[config.mk]
export PLATFORM = sky130hd
export DESIGN_NAME = score_keeper
export DESIGN_NICKNAME = d
export VERILOG_FILES = /design/src/rtl/score_pkg.sv /design/src/rtl/blink_timer.sv /design/src/rtl/score_keeper.sv
export SDC_FILE = /design/constraint.sdc
export NUM_CORES = 1
export LEC_CHECK = 0
export CORE_MARGIN = 5
export CORE_UTILIZATION = 50
export CTS_BUF_LIST = sky130_fd_sc_hd__clkbuf_4
export CTS_CLUSTER_SIZE = 16
export DETAILED_ROUTE_END_ITERATION = 7
export PLACE_DENSITY = 0.68
export SLEW_MARGIN = 40
export SYNTH_ARGS = -nofsm -noshare
export SYNTH_HDL_FRONTEND = slang
export SYNTH_HIERARCHICAL = 1
export SYNTH_SLANG_ARGS = --single-unit
[constraint.sdc]
create_clock -name clk -period 7.5 [get_ports clk]
set_input_delay 1.5 -clock clk [delete_from_list [all_inputs] [get_ports clk]]
set_output_delay 1.5 -clock clk [all_outputs]
set_load 0.03 [all_outputs]
[src/rtl/score_pkg.sv]
// Shared widths, limits and FSM encoding for the score keeper slice.
package score_pkg;

    localparam int unsigned SCORE_W   = 14;
    localparam int unsigned PTS_W     = 8;
    localparam int unsigned MAX_SCORE = 9999;
    localparam int unsigned COMBO_W   = 2;
    // Base points shifted by the largest multiplier (x8) need three extra bits.
    localparam int unsigned PTS_SH_W  = PTS_W + 3;

    typedef enum logic [1:0] {
        S_IDLE,
        S_ADD,
        S_CMP
    } state_t;

endpackage

[src/rtl/blink_timer.sv]
// Celebration blinker: toggles the display enable every BLINK_HALF cycles
// for BLINK_TOGGLES toggles, then parks the enable high and goes idle.
module blink_timer #(
    parameter int unsigned BLINK_HALF    = 12_500_000,
    parameter int unsigned BLINK_TOGGLES = 8
) (
    input  logic clk,
    input  logic reset,
    input  logic start,
    input  logic stop,
    output logic enable
);

    localparam int unsigned TGL_W = $clog2(BLINK_TOGGLES + 1);

    logic             active_q, active_d;
    logic [23:0]      cnt_q, cnt_d;
    logic [TGL_W-1:0] tgl_q, tgl_d;
    logic             en_q, en_d;

    // Next-state: stop beats start; count half-periods while active.
    always_comb begin
        active_d = active_q;
        cnt_d    = cnt_q;
        tgl_d    = tgl_q;
        en_d     = en_q;
        if (stop) begin
            active_d = 1'b0;
            cnt_d    = '0;
            tgl_d    = '0;
            en_d     = 1'b1;
        end else if (start) begin
            active_d = 1'b1;
            cnt_d    = '0;
            tgl_d    = '0;
            en_d     = 1'b1;
        end else if (active_q) begin
            if (cnt_q == 24'(BLINK_HALF - 1)) begin
                cnt_d = '0;
                en_d  = ~en_q;
                tgl_d = tgl_q + TGL_W'(1);
                if (tgl_q == TGL_W'(BLINK_TOGGLES - 1)) begin
                    active_d = 1'b0;
                    en_d     = 1'b1;
                end
            end else begin
                cnt_d = cnt_q + 24'd1;
            end
        end
    end

    // State registers with asynchronous active-low reset.
    always_ff @(posedge clk or negedge reset) begin
        if (!reset) begin
            active_q <= 1'b0;
            cnt_q    <= '0;
            tgl_q    <= '0;
            en_q     <= 1'b1;
        end else begin
            active_q <= active_d;
            cnt_q    <= cnt_d;
            tgl_q    <= tgl_d;
            en_q     <= en_d;
        end
    end

    assign enable = en_q;

endmodule

[src/rtl/score_keeper.sv]
// Score accumulator with combo multiplier, saturation, session high score
// and a blinking celebration on the first new high of each game.
module score_keeper #(
    parameter int unsigned MAX_SCORE     = 9999,
    parameter int unsigned MAX_COMBO     = 3,
    parameter int unsigned BLINK_HALF    = 12_500_000,
    parameter int unsigned BLINK_TOGGLES = 8
) (
    input  logic                         clk,
    input  logic                         reset,
    input  logic                         game_rst,
    input  logic                         hit_valid,
    output logic                         hit_ready,
    input  logic [score_pkg::PTS_W-1:0]  hit_points,
    input  logic                         combo_break,
    output logic [score_pkg::SCORE_W-1:0] score,
    output logic [score_pkg::SCORE_W-1:0] high_score,
    output logic                         new_high,
    output logic                         display_enable
);

    import score_pkg::*;

    localparam logic [SCORE_W:0]   MAX_S = (SCORE_W + 1)'(MAX_SCORE);
    localparam logic [COMBO_W-1:0] MAX_C = COMBO_W'(MAX_COMBO);

    state_t              state_q, state_d;
    logic [SCORE_W-1:0]  score_q, score_d;
    logic [SCORE_W-1:0]  high_q, high_d;
    logic                new_high_q, new_high_d;
    logic [COMBO_W-1:0]  combo_q, combo_d;
    logic [PTS_SH_W-1:0] pts_q, pts_d;

    logic [COMBO_W-1:0]  combo_eff;
    logic [SCORE_W:0]    sum;
    logic                blink_start;
    logic                blink_stop;

    // Next-state: game_rst overrides everything; otherwise run IDLE->ADD->CMP.
    always_comb begin
        state_d     = state_q;
        score_d     = score_q;
        high_d      = high_q;
        new_high_d  = new_high_q;
        combo_d     = combo_q;
        pts_d       = pts_q;
        sum         = '0;
        blink_start = 1'b0;
        blink_stop  = 1'b0;
        // A break in the handshake cycle is applied before the hit's multiplier.
        combo_eff   = combo_break ? '0 : combo_q;
        if (game_rst) begin
            state_d    = S_IDLE;
            score_d    = '0;
            combo_d    = '0;
            new_high_d = 1'b0;
            blink_stop = 1'b1;
        end else begin
            combo_d = combo_eff;
            case (state_q)
                S_IDLE: begin
                    if (hit_valid) begin
                        pts_d   = {{(PTS_SH_W - PTS_W){1'b0}}, hit_points} << combo_eff;
                        combo_d = (combo_eff < MAX_C) ? combo_eff + COMBO_W'(1) : MAX_C;
                        state_d = S_ADD;
                    end
                end
                S_ADD: begin
                    sum     = {1'b0, score_q} + {{(SCORE_W + 1 - PTS_SH_W){1'b0}}, pts_q};
                    score_d = (sum > MAX_S) ? MAX_S[SCORE_W-1:0] : sum[SCORE_W-1:0];
                    state_d = S_CMP;
                end
                S_CMP: begin
                    if (score_q > high_q) begin
                        high_d = score_q;
                        if (!new_high_q) begin
                            new_high_d  = 1'b1;
                            blink_start = 1'b1;
                        end
                    end
                    state_d = S_IDLE;
                end
                default: state_d = S_IDLE;
            endcase
        end
    end

    // FSM and datapath registers with asynchronous active-low reset.
    always_ff @(posedge clk or negedge reset) begin
        if (!reset) begin
            state_q    <= S_IDLE;
            score_q    <= '0;
            high_q     <= '0;
            new_high_q <= 1'b0;
            combo_q    <= '0;
            pts_q      <= '0;
        end else begin
            state_q    <= state_d;
            score_q    <= score_d;
            high_q     <= high_d;
            new_high_q <= new_high_d;
            combo_q    <= combo_d;
            pts_q      <= pts_d;
        end
    end

    blink_timer #(
        .BLINK_HALF    (BLINK_HALF),
        .BLINK_TOGGLES (BLINK_TOGGLES)
    ) u_blink (
        .clk    (clk),
        .reset  (reset),
        .start  (blink_start),
        .stop   (blink_stop),
        .enable (display_enable)
    );

    assign hit_ready  = (state_q == S_IDLE) && !game_rst;
    assign score      = score_q;
    assign high_score = high_q;
    assign new_high   = new_high_q;

endmodule

# After elaboration in Yosys (flattened, before gate mapping)
# Index checks and enable logic that the tools add are counted.
[op_classes]
addsub = 4
magnitude_cmp = 3
n_eq_ne = 5
shifts = 1
n_mux = 37
n_bitwise = 2
n_reduce_logical = 12
[ops]
columns = ["op", "count"]
rows = [
  ["two-way mux 24 bit", 4],
  ["two-way mux 14 bit", 3],
  ["adder 24 x 1 -> 24 bit (second input constant)", 1],
  ["equality test 24 bit (second input constant)", 1],
  ["two-way mux 1 bit", 18],
  ["two-way mux 4 bit", 4],
  ["adder 14 x 11 -> 15 bit", 1],
  ["greater-than comparator 15 x 14 -> 1 bit (second input constant)", 1],
  ["greater-than comparator 14 bit", 1],
  ["two-way mux 2 bit", 7],
  ["<< shifter 8 x 2 -> 11 bit", 1],
  ["AND reduction 3 bit", 2],
  ["nonzero test 2 bit", 3],
  ["nonzero test 3 bit", 2],
  ["adder 4 x 1 -> 4 bit (second input constant)", 1],
  ["equality test 4 x 3 -> 1 bit (second input constant)", 1],
  ["one-hot mux 2 bit (2 select lines)", 1],
  ["AND reduction 2 bit", 2],
  ["inequality test 3 bit (second input constant)", 1],
  ["adder 2 x 1 -> 2 bit (second input constant)", 1],
  ["equality test 2 x 1 -> 1 bit (second input constant)", 1],
  ["equality test 2 bit (second input constant)", 1],
  ["zero test 2 bit", 1],
  ["less-than comparator 2 bit (second input constant)", 1],
  ["3 further kinds", 4],
]
[totals]
register_bits = 74
input_bits = 13
out_inout_bits = 31
elab_cells = 74

# Longest topological paths before layout
[logic_depth]
depth_word = 6
mapped_depth = 17
ltp_nobuf = 14

# Modules after synthesis
# Netlist, hierarchy kept.
[by_module_without_submodules]
columns = ["mod", "n_inst", "cells_per_inst", "area_per_inst_um2", "seq_area_each_um2"]
rows = [
  ["score_keeper", 1, 313, 2984.1, 1101.1],
  ["blink_timer", 1, 192, 1749.2, 752.0],
]

# Least setup slack after synthesis
# No wires, ideal clock.
[synth_timing]
path_kind = "input to output"
from = "in game_rst"
to = "out hit_ready"
t_arrival_ns = 2.632
required_ns = 6.000
path_slack_ns = 3.368
path_stages = 3
path_buffers = 2
cell_sequence = "clkbuf_1 > clkbuf_1 > nor3_1"
[synth_between]
elab_chain_len = 2
[synth_lines]
columns = ["item", "line_no", "source"]
rows = [
  ["start: declaration", "score_keeper.sv:11", "input logic game_rst,"],
  ["zero test 1 bit", "score_keeper.sv:118", "assign hit_ready = (state_q == S_IDLE) && !game_rst;"],
  ["logical AND 1 bit", "score_keeper.sv:118", ""],
  ["end: declaration", "score_keeper.sv:13", "output logic hit_ready,"],
]
# No other way between the ends.

# Worst setup path in the final report
# Same ends and word-level chain as after synthesis.

==> impl_metrics.csv <==
group,metric,value,unit
worst_setup_path,critical_path.startpoint,"game_rst",
finish,finalNetCount,574,
global_route,groute.usage.overall,0.201,
yosys,per_instance_average_area_after_synthesis,9.37,sq um
detailed_routing,drt_drc_violations_left,0,
sta,setup_viol_count_final,0,
yosys,fraction_of_synthesized_cell_area_taken_by_the_top_area_cell_type,0.386,
clocking,number_of_cts_inserted_buffers,9,
clocking,post-cts-setup-buffers,0,
clocking,cts_hold_buffers,0,
floorplan,die_y,107,um
detailed_routing,detail_route.iter0.violations,210,
sta,worst-slew-pin-transition,0.853,ns
floorplan,fp.coreArea,9240,sq um
global_route,globalRoute.totalOverflow,0,
finish,area_growth_syn_to_layout,13.0,%
yosys,yosys-top-cells-area,"sky130_fd_sc_hd__dfrtp_1 (39%), sky130_fd_sc_hd__ha_1 (7.1%), sky130_fd_sc_hd__mux2_2 (4.5%)",
placement,place.gp.congestion,0.854,
sta,final_hold_viol_count,0,
sta,slew_viol_final,0,
min_path,min_path_type,"flip-flop to flip-flop",
worst_setup_path,critPathTopFamily,"buffers and inverters",
yosys,synth_sequential_area_ratio,0.391,
clocking,clock_tree_from_tritoncts,"done",
worst_setup_path,cp_data_arrival_time,3.05,ns
global_route,grt_first_pass_wirelength,18700,um
worst_setup_path,cp-endpoint,"hit_ready",
clocking,cts_root_buffer_type,"sky130_fd_sc_hd__clkbuf_4",
sta,final_min_period_over_clock_period,0.606,
worst_setup_path,most_used_cell_along_the_critical_path,"sky130_fd_sc_hd__clkdlybuf4s50_1",
yosys,post_synth_inst_count,505,
power_and_ir_drop,vdd_ir_drop_max,0.0904,mV
worst_setup_path,critical_path_cell_count,4,
worst_setup_path,critical-path-max-stage-delay,0.70,ns
worst_setup_path,cp-start-kind,"primary input",
placement,half_perimeter_wire_length_of_the_detailed_placement_result,7970,um
global_route,first_global_vias,3888,
sta,rsz0062_at_grt,"false",
yosys,netlist_area,4730,sq um
finish,antenna_cells,0,
floorplan,initial_utilization,0.512,
sta,finClkSkew,0.0200,ns
yosys,synth-edff-count,0,
worst_setup_path,rr_endpoint,"u_blink/cnt_q[8]$_DFFE_PN0P_",
yosys,syn_nets,546,
floorplan,fp-row-count,35,
run,max_cap_viol_count,0,
yosys,synth.lib_cells_used.distinct,68,
yosys,postSynthRegisterBits,74,
worst_setup_path,cp_data_required_time,6.00,ns
clocking,clock_sinks,74,
worst_setup_path,crit-reg2reg-launch,"score[7]$_DFFE_PN0P_",
worst_setup_path,timing.critical_path.to_type,"output pin",
detailed_routing,vias,3871,
worst_setup_path,r2r_cells,12,
clocking,clk-insertion-delay-late,0.40,ns
sta,fmax,0.220,GHz
sta,tns,0,ns
yosys,most_frequently_used_flop_master_after_synthesis,"sky130_fd_sc_hd__dfrtp_1",
global_route,largest_net_degree_at_the_start_of_global_routing,75,
clocking,cts_repair_resize_count,0,
outcome,status,"completed",
clocking,path_clk_slew,0.12,ns
floorplan,die-width,107,um
finish,final_design_area_no_fill,5350,sq um
detailed_routing,viasPerCell,5.80,
detailed_routing,wl,10800,um
global_route,grt_antenna_before_repair,0,
power_and_ir_drop,cellPowerDensity,185,nW/um^2
worst_setup_path,crit_buf_inv,3,
sta,slew_headroom,0.432,
worst_setup_path,crit_fanout,21,
finish,drive_gt1_frac,0.110,
clocking,ctsLongestPathBuffers,2,
placement,dpl_cell_area,5210,sq um
yosys,yosysWarningCount,6,
yosys,synth_largest_area_cell,"sky130_fd_sc_hd__dfrtp_1",
yosys,synth_async_sr_flop_share,1.00,
worst_setup_path,crit_slowest_cell,"sky130_fd_sc_hd__clkdlybuf4s50_1",
worst_setup_path,setup.reg_to_reg.worst_slack,3.65,ns
clocking,htreeDepth,3,
placement,buffer_ports.inserted,43,
worst_setup_path,critical_path_type,"primary input to output pin",
power_and_ir_drop,leakage_power,0.00236,uW
sta,period_minus_slack,4.55,ns
floorplan,io_pins,44,
detailed_routing,detail-route-antenna-nets,0,
detailed_routing,dr_pass1_iterations,5,
detailed_routing,wire_per_inst,16.1,um
floorplan,design.die.area,11500,sq um
worst_setup_path,critical_path_cell_by_cell,"clkdlybuf4s50_1 > buf_4 > nor3_1 > clkdlybuf4s50_1",
-- tightest hold or removal path: cells and delay by family, from the launching register on --
family           cells  cell delay [ns]
AO/OA/AOI/OAI        1             0.06
flip-flops           1             0.37
AND/OR/NAND/NOR      1             0.05
-- where the power goes --
group / internal (uW) / switching [uW]
clock network: 101 / 145
registers: 431 / 31.5
logic: 121 / 158
total: 653 / 334
-- metal layers --
layer / GRT usage / wire length, um / share of wire
met4: 0.0557 / 123 / 0.011
met1: 0.292 / 5270 / 0.49
met3: 0.0318 / 540 / 0.050
met5: 0 / 0 / 0
met2: 0.309 / 4830 / 0.45
-- sequential cells by signal, summed over array words and instances (netlist names) --
signal            flops
high_score           14
u_blink/enable        1
u_blink/cnt_q        24
combo_q               2
state_q               2
new_high              1
score                14
u_blink/active_q      1
pts_q                11
u_blink/tgl_q         4
-- placed cells by master (no fill, tap or decap), drive strengths merged, types with 3 or more instances in the layout --
cell,Yosys,routed
a211oi,3,3
a21o,9,9
a21oi,22,22
a22o,4,4
a22oi,3,3
a311oi,10,10
a31o,3,3
a31oi,8,8
a41oi,3,3
and3,11,11
and4,4,4
buf,11,3
clkbuf,17,9
clkdlybuf4s50,0,42
clkinv,0,4
dfrtp,73,73
ha,27,27
inv,25,26
mux2,19,19
mux2i,13,13
nand2,45,45
nand2b,4,4
nand3,29,29
nand4,10,10
nor2,49,49
nor2b,7,7
nor3,6,6
nor4,4,4
o21ai,23,23
o22ai,3,3
or3,6,6
xnor2,8,8
xor2,14,14
-- cell type report --
cell class / instances / area [sq um]
clock buffer: 9 / 67.6
fill: 827 / 3890
clock inverter: 7 / 68.8
tap: 129 / 161
inverter: 25 / 93.8
multi-input combinational: 378 / 2660
timing repair buffer: 45 / 447
sequential: 74 / 1850
-- kinds of logic after synthesis --
family          count (synthesis)  share of synthesized area
fa+ha+maj                      28                     0.0756
mux                            32                     0.0727
simple gates                  187                      0.208
compound gates                109                      0.164
xor+xnor                       22                     0.0407
flops                          74                      0.391
buf+inv                        53                     0.0481
-- synth_stat cells (11+ instances only) --
cell                        n
sky130_fd_sc_hd__mux2i_1   13
sky130_fd_sc_hd__clkbuf_1  16
sky130_fd_sc_hd__xor2_1    14
sky130_fd_sc_hd__dfrtp_1   73
sky130_fd_sc_hd__inv_1     25
sky130_fd_sc_hd__nand3_1   26
sky130_fd_sc_hd__nand2_1   45
sky130_fd_sc_hd__and3_1    11
sky130_fd_sc_hd__nor2_1    49
sky130_fd_sc_hd__a21oi_1   22
sky130_fd_sc_hd__ha_1      27
sky130_fd_sc_hd__o21ai_0   22
sky130_fd_sc_hd__mux2_2    19
-- per-stage QoR --
step | setup slack (ns) | instances | hold slack (ns) | util | total power [uW]
2_1_floorplan | 3.37 | 505 | 0.453 | - | 653
3_3_place_gp | 2.99 | 651 | 0.474 | 0.563 | 744
3_5_place_dp | 2.96 | 651 | 0.481 | 0.564 | 751
4_1_cts | 2.94 | 667 | 0.510 | 0.579 | 1000
5_1_grt | 2.84 | 667 | 0.540 | 0.579 | 1050
6_report | 2.95 | 667 | 0.503 | 0.579 | 987
-- worst min-delay path by stage --
stage                     startpoint                    end  slack (ns)  cells past startpoint
6_report       pts_q[10]$_DFFE_PN0P_  pts_q[10]$_DFFE_PN0P_        0.50                      2
3_3_place_gp    pts_q[4]$_DFFE_PN0P_   pts_q[4]$_DFFE_PN0P_        0.47                      2
5_1_grt         pts_q[4]$_DFFE_PN0P_   pts_q[4]$_DFFE_PN0P_        0.54                      2
3_5_place_dp   pts_q[10]$_DFFE_PN0P_  pts_q[10]$_DFFE_PN0P_        0.48                      2
2_1_floorplan   pts_q[8]$_DFFE_PN0P_   pts_q[8]$_DFFE_PN0P_        0.45                      2
4_1_cts        pts_q[10]$_DFFE_PN0P_  pts_q[10]$_DFFE_PN0P_        0.51                      2
(Power assumes the default switching activity.)
